[src/rtl/pio_pkg.sv]
// Shared constants for the debounced PIO: register map, edge-mode encodings,
// bus widths and the debounce counter sizing helper.
package pio_pkg;

   localparam int unsigned AVS_AW = 3;
   localparam int unsigned AVS_DW = 32;

   localparam logic [AVS_AW-1:0] ADDR_DATA_IN  = 3'd0;
   localparam logic [AVS_AW-1:0] ADDR_DATA_OUT = 3'd1;
   localparam logic [AVS_AW-1:0] ADDR_IRQ_MASK = 3'd2;
   localparam logic [AVS_AW-1:0] ADDR_EDGE_CAP = 3'd3;
   localparam logic [AVS_AW-1:0] ADDR_OUT_SET  = 3'd4;
   localparam logic [AVS_AW-1:0] ADDR_OUT_CLR  = 3'd5;

   localparam int unsigned EDGE_RISE = 0;
   localparam int unsigned EDGE_FALL = 1;
   localparam int unsigned EDGE_ANY  = 2;

   // Counter must hold 0..cycles without wrapping; never narrower than 1 bit.
   function automatic int unsigned cnt_width(input int unsigned cycles);
      return (cycles == 0) ? 1 : $clog2(cycles + 1);
   endfunction

endpackage

[src/rtl/pio_debounce_irq_if.sv]
// Avalon-MM slave bus bundle for the PIO register block.
interface pio_debounce_irq_if;
   import pio_pkg::*;

   logic [AVS_AW-1:0] avs_address;
   logic              avs_read;
   logic              avs_write;
   logic [AVS_DW-1:0] avs_writedata;
   logic [AVS_DW-1:0] avs_readdata;

   modport master (output avs_address, avs_read, avs_write, avs_writedata,
                   input  avs_readdata);
   modport slave  (input  avs_address, avs_read, avs_write, avs_writedata,
                   output avs_readdata);
endinterface

[src/rtl/pio_debounce_bit.sv]
// One input pin: 2-flop synchroniser followed by a stability counter that only
// accepts a new level after DEBOUNCE_CYCLES consecutive differing cycles.
module pio_debounce_bit
   import pio_pkg::*;
#(
   parameter int unsigned DEBOUNCE_CYCLES = 50000,
   parameter logic        RESET_VAL       = 1'b1
) (
   input  logic clk,
   input  logic reset,
   input  logic pin,
   output logic stable
);

   logic sync1_q, sync1_d;
   logic sync2_q, sync2_d;
   logic stable_q, stable_d;

   always_comb begin
      sync1_d = pin;
      sync2_d = sync1_q;
   end

   always_ff @(posedge clk) begin
      if (reset) begin
         sync1_q  <= RESET_VAL;
         sync2_q  <= RESET_VAL;
         stable_q <= RESET_VAL;
      end else begin
         sync1_q  <= sync1_d;
         sync2_q  <= sync2_d;
         stable_q <= stable_d;
      end
   end

   if (DEBOUNCE_CYCLES == 0) begin : g_bypass
      always_comb stable_d = sync2_q;
   end else begin : g_count
      localparam int unsigned    CW       = cnt_width(DEBOUNCE_CYCLES);
      localparam logic [CW-1:0]  CNT_LAST = CW'(DEBOUNCE_CYCLES - 1);

      logic [CW-1:0] cnt_q, cnt_d;

      // Count while the synchronised level disagrees; accept on the last count.
      always_comb begin
         stable_d = stable_q;
         cnt_d    = '0;
         if (sync2_q != stable_q) begin
            if (cnt_q == CNT_LAST) stable_d = sync2_q;
            else                   cnt_d    = cnt_q + CW'(1);
         end
      end

      always_ff @(posedge clk) begin
         if (reset) cnt_q <= '0;
         else       cnt_q <= cnt_d;
      end
   end

   assign stable = stable_q;

endmodule

[src/rtl/pio_debounce_irq.sv]
// Debounced edge-capturing input port plus set/clear output port behind one
// Avalon-MM slave, with a maskable level interrupt.
module pio_debounce_irq
   import pio_pkg::*;
#(
   parameter int unsigned           IN_WIDTH        = 2,
   parameter int unsigned           OUT_WIDTH       = 10,
   parameter int unsigned           DEBOUNCE_CYCLES = 50000,
   parameter int unsigned           EDGE_MODE       = 1,
   parameter logic [IN_WIDTH-1:0]   IN_RESET_VAL    = '1,
   parameter logic [OUT_WIDTH-1:0]  OUT_RESET_VAL   = '0
) (
   input  logic                  clk,
   input  logic                  reset,
   pio_debounce_irq_if.slave     avs,
   input  logic [IN_WIDTH-1:0]   pio_in,
   output logic [OUT_WIDTH-1:0]  pio_out,
   output logic                  irq
);

   logic [IN_WIDTH-1:0]  stable;
   logic [IN_WIDTH-1:0]  stable_prev_q, stable_prev_d;
   logic [IN_WIDTH-1:0]  edge_det_c;
   logic [IN_WIDTH-1:0]  edge_cap_q, edge_cap_d;
   logic [IN_WIDTH-1:0]  irq_mask_q, irq_mask_d;
   logic [OUT_WIDTH-1:0] pio_out_q, pio_out_d;
   logic [AVS_DW-1:0]    rdata_q, rdata_d;
   logic [AVS_DW-1:0]    wdata;
   logic                 unused_wdata;

   for (genvar i = 0; i < IN_WIDTH; i++) begin : g_in
      pio_debounce_bit #(
         .DEBOUNCE_CYCLES (DEBOUNCE_CYCLES),
         .RESET_VAL       (IN_RESET_VAL[i])
      ) u_bit (
         .clk    (clk),
         .reset  (reset),
         .pin    (pio_in[i]),
         .stable (stable[i])
      );
   end

   assign wdata        = avs.avs_writedata;
   assign unused_wdata = ^wdata;

   // Edge seen while stable differs from last cycle's value.
   always_comb begin
      stable_prev_d = stable;
      if (EDGE_MODE == EDGE_RISE)      edge_det_c = stable & ~stable_prev_q;
      else if (EDGE_MODE == EDGE_FALL) edge_det_c = ~stable & stable_prev_q;
      else                             edge_det_c = stable ^ stable_prev_q;
   end

   // Register writes and read mux; a new edge always beats a W1C.
   always_comb begin
      pio_out_d  = pio_out_q;
      irq_mask_d = irq_mask_q;
      edge_cap_d = edge_cap_q | edge_det_c;
      rdata_d    = '0;

      if (avs.avs_write) begin
         case (avs.avs_address)
            ADDR_DATA_OUT: pio_out_d  = wdata[OUT_WIDTH-1:0];
            ADDR_IRQ_MASK: irq_mask_d = wdata[IN_WIDTH-1:0];
            ADDR_EDGE_CAP: edge_cap_d = (edge_cap_q & ~wdata[IN_WIDTH-1:0]) | edge_det_c;
            ADDR_OUT_SET:  pio_out_d  = pio_out_q | wdata[OUT_WIDTH-1:0];
            ADDR_OUT_CLR:  pio_out_d  = pio_out_q & ~wdata[OUT_WIDTH-1:0];
            default:       ;
         endcase
      end

      if (avs.avs_read) begin
         case (avs.avs_address)
            ADDR_DATA_IN:  rdata_d = AVS_DW'(stable);
            ADDR_DATA_OUT: rdata_d = AVS_DW'(pio_out_q);
            ADDR_IRQ_MASK: rdata_d = AVS_DW'(irq_mask_q);
            ADDR_EDGE_CAP: rdata_d = AVS_DW'(edge_cap_q);
            default:       rdata_d = '0;
         endcase
      end
   end

   always_ff @(posedge clk) begin
      if (reset) begin
         stable_prev_q <= IN_RESET_VAL;
         edge_cap_q    <= '0;
         irq_mask_q    <= '0;
         pio_out_q     <= OUT_RESET_VAL;
         rdata_q       <= '0;
      end else begin
         stable_prev_q <= stable_prev_d;
         edge_cap_q    <= edge_cap_d;
         irq_mask_q    <= irq_mask_d;
         pio_out_q     <= pio_out_d;
         rdata_q       <= rdata_d;
      end
   end

   assign avs.avs_readdata = rdata_q;
   assign pio_out          = pio_out_q;
   assign irq              = |(edge_cap_q & irq_mask_q);

endmodule
[src/flat_wrapper.sv]
// flat-port wrapper written by rule: the top's interface ports become plain ports
module pio_debounce_irq_flat import pio_pkg::*;
#(
   parameter int unsigned           IN_WIDTH        = 2,
   parameter int unsigned           OUT_WIDTH       = 10,
   parameter int unsigned           DEBOUNCE_CYCLES = 50000,
   parameter int unsigned           EDGE_MODE       = 1,
   parameter logic [IN_WIDTH-1:0]   IN_RESET_VAL    = '1,
   parameter logic [OUT_WIDTH-1:0]  OUT_RESET_VAL   = '0
)
  (clk, reset, pio_in, pio_out, irq, avs_avs_address, avs_avs_read, avs_avs_write, avs_avs_writedata, avs_avs_readdata);
  pio_debounce_irq_if avs_i ();
  input  logic clk;
  input  logic reset;
  input  logic [IN_WIDTH-1:0] pio_in;
  output logic [OUT_WIDTH-1:0] pio_out;
  output logic irq;
  input wire logic [$bits(avs_i.avs_address)-1:0] avs_avs_address;
  input wire logic [$bits(avs_i.avs_read)-1:0] avs_avs_read;
  input wire logic [$bits(avs_i.avs_write)-1:0] avs_avs_write;
  input wire logic [$bits(avs_i.avs_writedata)-1:0] avs_avs_writedata;
  output wire logic [$bits(avs_i.avs_readdata)-1:0] avs_avs_readdata;
  assign avs_i.avs_address = avs_avs_address;
  assign avs_i.avs_read = avs_avs_read;
  assign avs_i.avs_write = avs_avs_write;
  assign avs_i.avs_writedata = avs_avs_writedata;
  assign avs_avs_readdata = avs_i.avs_readdata;
  pio_debounce_irq #(.IN_WIDTH(IN_WIDTH), .OUT_WIDTH(OUT_WIDTH), .DEBOUNCE_CYCLES(DEBOUNCE_CYCLES), .EDGE_MODE(EDGE_MODE), .IN_RESET_VAL(IN_RESET_VAL), .OUT_RESET_VAL(OUT_RESET_VAL)) u_core (.clk(clk), .reset(reset), .avs(avs_i), .pio_in(pio_in), .pio_out(pio_out), .irq(irq));
endmodule
[config.mk]
export PLATFORM = sky130hd
export DESIGN_NAME = pio_debounce_irq_flat
export DESIGN_NICKNAME = d
export VERILOG_FILES = /design/src/rtl/pio_pkg.sv /design/src/rtl/pio_debounce_irq_if.sv /design/src/rtl/pio_debounce_bit.sv /design/src/rtl/pio_debounce_irq.sv /design/src/flat_wrapper.sv
export SDC_FILE = /design/constraint.sdc
export NUM_CORES = 1
export LEC_CHECK = 0
export BUFFER_PORTS_ARGS = -buffer_cell sky130_fd_sc_hd__buf_2
export CELL_PAD_IN_SITES_DETAIL_PLACEMENT = 2
export CELL_PAD_IN_SITES_GLOBAL_PLACEMENT = 2
export CORE_AREA = 2 2 96 98
export DETAILED_ROUTE_END_ITERATION = 12
export DIE_AREA = 0 0 98 100
export HOLD_SLACK_MARGIN = 0.06
export PLACE_DENSITY_LB_ADDON = 0.1
export SLEW_MARGIN = 20
export SYNTH_ARGS = -nofsm -noshare
export SYNTH_HDL_FRONTEND = slang
export SYNTH_HIERARCHICAL = 1
export SYNTH_SLANG_ARGS = --single-unit
[constraint.sdc]
create_clock -name clk -period 4.6 [get_ports clk]
set_clock_uncertainty 0.15 [all_clocks]
set_input_delay 0.46 -clock clk [delete_from_list [all_inputs] [get_ports clk]]
set_output_delay 0.46 -clock clk [all_outputs]
set_load 0.05 [all_outputs]
==> key figures, run 1 <==
Die
  • Die Wd: 98 µm
  • Row count: 35
  • Die height: 100 µm
  • Total die area: 9800 µm²
  • Core area: 8890 µm²
  • Top Ports: 84
  • Starting Density: 0.315

Timing
  • Hold Violations, Final: 0
  • Final period util: 0.458
  • Fmax achieved: 475 MHz
  • Setup TNS: 0 ns
  • Final setup fails: 0
  • Slew @ Worst Pin: 0.592 ns
  • Unrepaired setup endpoints after global routing: false
  • PnR worst setup slack: 2.49 ns
  • Final slew viol count: 0
  • Slew HR: 0.603
  • Post-layout min period: 2.11 ns

Pwr
  • Combinational share of power: 0.082
  • Sequential cell fraction of total power: 0.487
  • P_sw: 314 µW
  • Switch share: 0.271
  • Pwr Total: 1.16 mW
  • Leakage Power: 1.23 nW
  • Internal: 845 µW
  • Power density cells: 362 nW/µm²
  • Clock power frac: 0.431
  • Max rail drop VDD: 0.0981 mV

Detailed routing
  • Routed WL: 6300 µm
  • TritonRoute pass-1 iters: 3
  • Routed vias: 2,093
  • DRT iter0 DRCs: 22
  • DRC: 0
  • M1 WL: 2950 µm
  • Met3 wire length: 227 µm
  • DR WL met2: 2970 µm
  • Max layer used: met4
  • Drt via density: 4.65
  • Remaining antenna violation count: 0
  • Wirelength per Cell: 14.0 µm

Synth
  • Top post-synthesis cells by area: dfxtp_1, xnor2_1, buf_4, nor2_1, a32o_2
  • Mapped Cells: 291
  • Synth Cell Area: 2800 µm²
  • Synth top area share: 0.458
  • Yosys Warn Count: 6
  • Yosys reg bits: 64
  • Fraction of the yosys area taken by sequential cells: 0.458
  • Leading area contributor after synthesis: dfxtp_1
  • Post-synth EDFFs: 0
  • Async SR Flop Fraction: 0
  • Top_reg_cell synth: dfxtp_1
  • Synth unique cells: 36
  • Mean Syn Cell Area: 9.61 µm²

Worst setup path
  • CP required: 4.69 ns
  • WS Path Type: register to register
  • Crit path largest cell delay: 0.65 ns
  • Critical path arrival: 2.20 ns
  • CP endpoint kind: register
  • Worst path buffer plus inverter count: 0
  • Cell family with most CP delay: simple AND/OR/NAND/NOR gates
  • Crit path cell chain: ha_1 > nand3_1 > or4_4 > a211o_1
  • Startpoint Class: register
  • Worst path slowest cell: or4_4
  • Crit path max fanout: 7

Cells and area
  • Most common cell after layout, fill and taps aside: dfxtp_1
  • Final core utilization: 0.360
  • Area grow syn2layout: 14.5%
  • Area occupied by multi-input gates: 1340 µm²
  • NumNets Final: 377
  • Layout cells sized above 1: 0.242
  • Ant diodes: 0
  • Commonest non-fill, non-tap cells in the layout: dfxtp_1, nor2_1, buf_2, xnor2_1, conb_1
  • Fin cells: 450
  • Area occupied by registers: 1280 µm²
  • Fillers: 1,036

Clock tree
  • Num CTS Buffers: 9
  • CTS Root Cell: clkbuf_8
  • Clock sink count: 64
  • Clock transition at path regs: 0.07 ns
  • H-tree levels: 3
  • CTS tree: yes
  • Post_cts resized: 0
  • Setup Buffers After CTS: 0
  • Maximum root-to-sink buffer count: 2
  • Hold Buf Count CTS: 0
  • Worst-skew pair later-pin latency: 0.35 ns

GRT
  • Gr usage total: 0.137
  • Grt total ovfl: 0
  • Initial antenna violation count: 0
  • Largest net degree at the start of global routing: 18
  • Number of global-route vias before repair: 2,157
  • First-pass GRT wire length: 10,600 µm

Hold path
  • Hold Crit Class: primary input to register

Placement
  • HPWL Detailed: 4510 µm
  • GPL Wtd Cong: 0.666
  • Inst Count DP: 434
  • # port buffers: 39
  • Pre-CTS setup slack: 2.49 ns

Flow run
  • Max-cap check violation count: 0

Outcome
  • Status: complete, no violations
-- cell usage after synthesis, types with 7 or more instances --
cell and instances:
inv_1 10, nand3_1 10, a32o_2 10, or2_2 7, o21ai_0 12, buf_4 22, xnor2_1 29, dfxtp_1 64
and2_1 10, nor2_1 44, nor3_1 8
-- through the flow --
stage	hold slack (ns)	area (µm²)
after floorplan	0.239	2880
after global placement	0.243	3000
after detailed placement	0.255	3000
after CTS	0.129	3200
after global routing	0.155	3200
final	0.145	3200
-- area by class of cell --
cell class	instances	share of cell area
clock inverter	6	0.0215
inverter	11	0.0129
sequential	64	0.400
multi-input combinational	209	0.418
clock buffer	10	0.0430
tap	111	0.0434
timing repair buffer	39	0.0609
-- registers in the layout, summed over array words and instances, names as in the netlist --
signal / count
u_core/g_in.u_bit/g_count.cnt_q: 32
u_core/irq_mask_q: 2
u_core/edge_cap_q: 2
u_core/g_in.u_bit/stable: 2
u_core/pio_out: 10
u_core/g_in.u_bit/sync2_q: 2
u_core/avs.avs_readdata: 10
u_core/g_in.u_bit/sync1_q: 2
u_core/stable_prev_q: 2
-- metal layers --
metal / global-route usage / up-vias
li1: - / 1039
met3: 0.0279 / 11
met2: 0.215 / 35
met5: 0 / -
met1: 0.175 / 1008
met4: 0.0780 / 0
-- cells by family (layout without fill, tap and decap cells) --
kind of cell               after synthesis  count (layout)  synth area share
adders and majority gates                2               2           0.00894
xor gates and xnor gates                31              31            0.0970
DFF                                     64              64             0.458
and+or+nand+nor                        119             119             0.243
buffers and inverters                   39              66            0.0912
muxes                                    6               6            0.0215
other                                    1              22           0.00134
AOI/OAI and AO/OA                       29              29            0.0792
-- worst paths after layout --
| path | depth (start not counted) | slack (ns) | end | from |
|---|---|---|---|---|
| worst max-delay path | 4 | 2.49 | u_core/g_in[0].u_bit/stable | u_core/g_in[0].u_bit/g_count.cnt_q[0] |
| worst min-delay path | 2 | 0.14 | u_core/g_in[0].u_bit/sync1_q | pio_in[0] |
| worst max register to register | 4 | 2.49 | u_core/g_in[0].u_bit/stable | u_core/g_in[0].u_bit/g_count.cnt_q[0] |
| worst min register to register | 1 | 0.27 | u_core/g_in[1].u_bit/sync2_q | u_core/g_in[1].u_bit/sync1_q |
-- power groups by stage --
| stage | sequential [mW] | combinational [mW] | clock [mW] |
|---|---|---|---|
| floorplan | 0.590 | 0.0783 | 0 |
| global placement | 0.577 | 0.0956 | 0 |
| detailed placement | 0.578 | 0.0960 | 0 |
| CTS | 0.565 | 0.0962 | 0.518 |
| global route | 0.565 | 0.102 | 0.547 |
| finish | 0.565 | 0.0956 | 0.499 |
No activity file was read; power rests on OpenSTA's default activity.
==> run 2: changes to the inputs <==
CORE_AREA = 2 2 100 102   (was 2 2 96 98)
DIE_AREA = 0 0 102 104   (was 0 0 98 100)
clock period = 2.1 ns   (was 4.6 ns; I/O delays follow)
==> key figures, run 2 (synthesis gave the netlist of run 1 again) <==
Pwr
  • Max rail drop VDD: 0.269 mV (was 0.0981 mV)
  • P_sw: 683 µW (was 314 µW)
  • Sequential cell fraction of total power: 0.509 (was 0.487)
  • Leakage Power: 1.32 nW (was 1.23 nW)
  • Internal: 1.75 mW (was 845 µW)
  • Power density cells: 714 nW/µm² (was 362 nW/µm²)
  • Combinational share of power: 0.094 (was 0.082)
  • Clock power frac: 0.397 (was 0.431)
  • Switch share: 0.281 (was 0.271)

Die
  • Core area: 9550 µm² (was 8890 µm²)
  • Die height: 104 µm (was 100 µm)
  • Starting Density: 0.293 (was 0.315)
  • Row count: 36 (was 35)
  • Die Wd: 102 µm (was 98 µm)
  • Top Ports: 84 (unchanged)
  • Total die area: 10,600 µm² (was 9800 µm²)

Cells and area
  • Ant diodes: 0 (unchanged)
  • Layout cells sized above 1: 0.255 (was 0.242)
  • Fillers: 1,117 (was 1,036)
  • Final instance area: 3400 µm² (was 3200 µm²)
  • Commonest non-fill, non-tap cells in the layout: dfxtp_1, nor2_1, buf_2, xnor2_1, conb_1 (unchanged)
  • Max reg flops: 32 (unchanged)
  • Area grow syn2layout: 21.6% (was 14.5%)
  • Fin cells: 494 (was 450)
  • Most common cell after layout, fill and taps aside: dfxtp_1 (unchanged)
  • Biggest register: u_core/g_in.u_bit/g_count.cnt_q (unchanged)
  • NumNets Final: 399 (was 377)

Outcome
  • Status: complete, no violations (unchanged)

Detailed routing
  • DRT iter0 DRCs: 40 (was 22)
  • DRC: 0 (unchanged)
  • Drt via density: 4.46 (was 4.65)
  • Wirelength per Cell: 13.6 µm (was 14.0 µm)
  • TritonRoute pass-1 iters: 4 (was 3)
  • Routed vias: 2,204 (was 2,093)
  • Routed WL: 6720 µm (was 6300 µm)
  • Remaining antenna violation count: 0 (unchanged)

Worst setup path
  • Startpoint Class: register (unchanged)
  • R2r endpoint: u_core/g_in[0].u_bit/stable (unchanged)
  • Reg2reg setup slack: 0.09 ns (was 2.49 ns)
  • Worst path slowest cell: or4_4 (unchanged)
  • CP required: 2.17 ns (was 4.69 ns)
  • CP endpoint kind: register (unchanged)
  • Crit path cell chain: or4b_1 > or4_4 > a211o_1 (was ha_1 > nand3_1 > or4_4 > a211o_1)
  • Crit path largest cell delay: 0.59 ns (was 0.65 ns)
  • Worst path buffer plus inverter count: 0 (unchanged)
  • WS Path Type: register to register (unchanged)
  • Critical path arrival: 2.08 ns (was 2.20 ns)
  • Crit path max fanout: 4 (was 7)
  • Worst R2R Start: u_core/g_in[0].u_bit/g_count.cnt_q[7] (was u_core/g_in[0].u_bit/g_count.cnt_q[0])
  • Worst path depth: 3 (was 4)
  • Cell family with most CP delay: simple AND/OR/NAND/NOR gates (unchanged)
  • Cells on worst reg2reg path: 3 (was 4)

Flow run
  • Max-cap check violation count: 0 (unchanged)

Hold path
  • Hold Crit Class: primary input to register (unchanged)
  • Hold Crit Endpoint: u_core/irq_mask_q[0] (was u_core/g_in[0].u_bit/sync1_q)
  • Worst hold start: reset (was pio_in[0])
  • WHS Path Cells: 2 (unchanged)

Clock tree
  • CTS tree: yes (unchanged)
  • Clock sink count: 64 (unchanged)
  • Post_cts resized: 0 (unchanged)
  • CTS Root Cell: clkbuf_8 (unchanged)
  • Num CTS Buffers: 9 (unchanged)
  • Maximum root-to-sink buffer count: 2 (unchanged)
  • Clock transition at path regs: 0.07 ns (about the same)
  • Worst-skew pair later-pin latency: 0.34 ns (was 0.35 ns)
  • H-tree levels: 3 (unchanged)

Timing
  • Final setup fails: 0 (unchanged)
  • Slew HR: 0.587 (was 0.603)
  • Fmax achieved: 497 MHz (was 475 MHz)
  • Final slew viol count: 0 (unchanged)
  • Setup TNS: 0 ns (unchanged)
  • Unrepaired setup endpoints after global routing: false (unchanged)
  • Final period util: 0.958 (was 0.458)
  • Post-layout min period: 2.01 ns (was 2.11 ns)
  • WHS: 0.116 ns (was 0.145 ns)
  • Slew @ Worst Pin: 0.617 ns (was 0.592 ns)
  • Hold Violations, Final: 0 (unchanged)

Placement
  • HPWL Detailed: 4810 µm (was 4510 µm)
  • Area after DPL: 3100 µm² (was 3000 µm²)
  • GPL Wtd Cong: 0.692 (was 0.666)
  • Inst Count DP: 466 (was 434)
  • # port buffers: 39 (unchanged)

GRT
  • Largest net degree at the start of global routing: 18 (unchanged)
  • Met3 Use GR: 0.0316 (was 0.0279)
  • First-pass GRT wire length: 11,400 µm (was 10,600 µm)
  • Most used routing layer: met2 (unchanged)
  • Number of global-route vias before repair: 2,258 (was 2,157)
  • Grt total ovfl: 0 (unchanged)
  • M2 GR Usage: 0.220 (was 0.215)
  • GR met1 Demand/Resource: 0.173 (was 0.175)
  • Initial antenna violation count: 0 (unchanged)
  • Gr usage total: 0.136 (was 0.137)
==> run 2: cell types whose count changed in the layout (fill, tap and decap cells not counted), sizes merged <==
cell / before / now
dlygate4sd3: 0 / 12
buf: 39 / 49
clkinvlp: 4 / 3
clkinv: 2 / 4
bufinv: 1 / 0
==> run 2: worst max path at each step <==
| stage | startpoint | endpoint |
|---|---|---|
| 2_1_floorplan | u_core/g_in[0].u_bit/g_count.cnt_q[10] | u_core/g_in[0].u_bit/stable |
| 3_3_place_gp | u_core/g_in[0].u_bit/g_count.cnt_q[7] | u_core/g_in[0].u_bit/stable |
| 3_5_place_dp | u_core/g_in[0].u_bit/g_count.cnt_q[7] | u_core/g_in[0].u_bit/stable |
| 4_1_cts | u_core/g_in[0].u_bit/g_count.cnt_q[7] | u_core/g_in[0].u_bit/stable |
| 5_1_grt | u_core/g_in[1].u_bit/g_count.cnt_q[7] | u_core/g_in[1].u_bit/g_count.cnt_q[5] |
| 6_report | u_core/g_in[0].u_bit/g_count.cnt_q[7] | u_core/g_in[0].u_bit/stable |
==> run 2: timing repair <==
item / CTS / global route
endpoints found under the hold margin: 14 / 0
hold buffers: 12 / 0
buffers inserted: 0 / 0
==> run 2: power by group through the flow <==
stage | combinational (mW) | clock, mW | sequential (mW)
CTS | 0.229 | 1.01 | 1.24
detailed placement | 0.211 | 0 | 1.27
finish | 0.228 | 0.964 | 1.24
global route | 0.245 | 1.08 | 1.24
global placement | 0.209 | 0 | 1.26
floorplan | 0.171 | 0 | 1.29
==> run 2: stage by stage <==
step	total power, mW	utilization	setup slack [ns]
final	2.43	0.356	0.0874
after global routing	2.56	0.356	0.00842
after CTS	2.48	0.356	0.0667
after detailed placement	1.48	0.325	0.0902
after global placement	1.47	0.325	0.112
after floorplan	1.46	-	0.149
==> run 2: layer usage <==
metal  part of all wire  routed length (µm)
met1               0.45                3020
met2               0.50                3360
met3              0.031                 211
met4              0.018                 118
met5                  0                   0
==> run 2: final cells by class <==
type                       instances  area [µm²]  area share
inverter                          11        41.3      0.0121
clock inverter                     6        45.0      0.0132
sequential                        64        1280       0.377
clock buffer                      10         138      0.0405
timing repair buffer              61         390       0.115
multi-input combinational        209        1340       0.394
tap                              133         166      0.0489
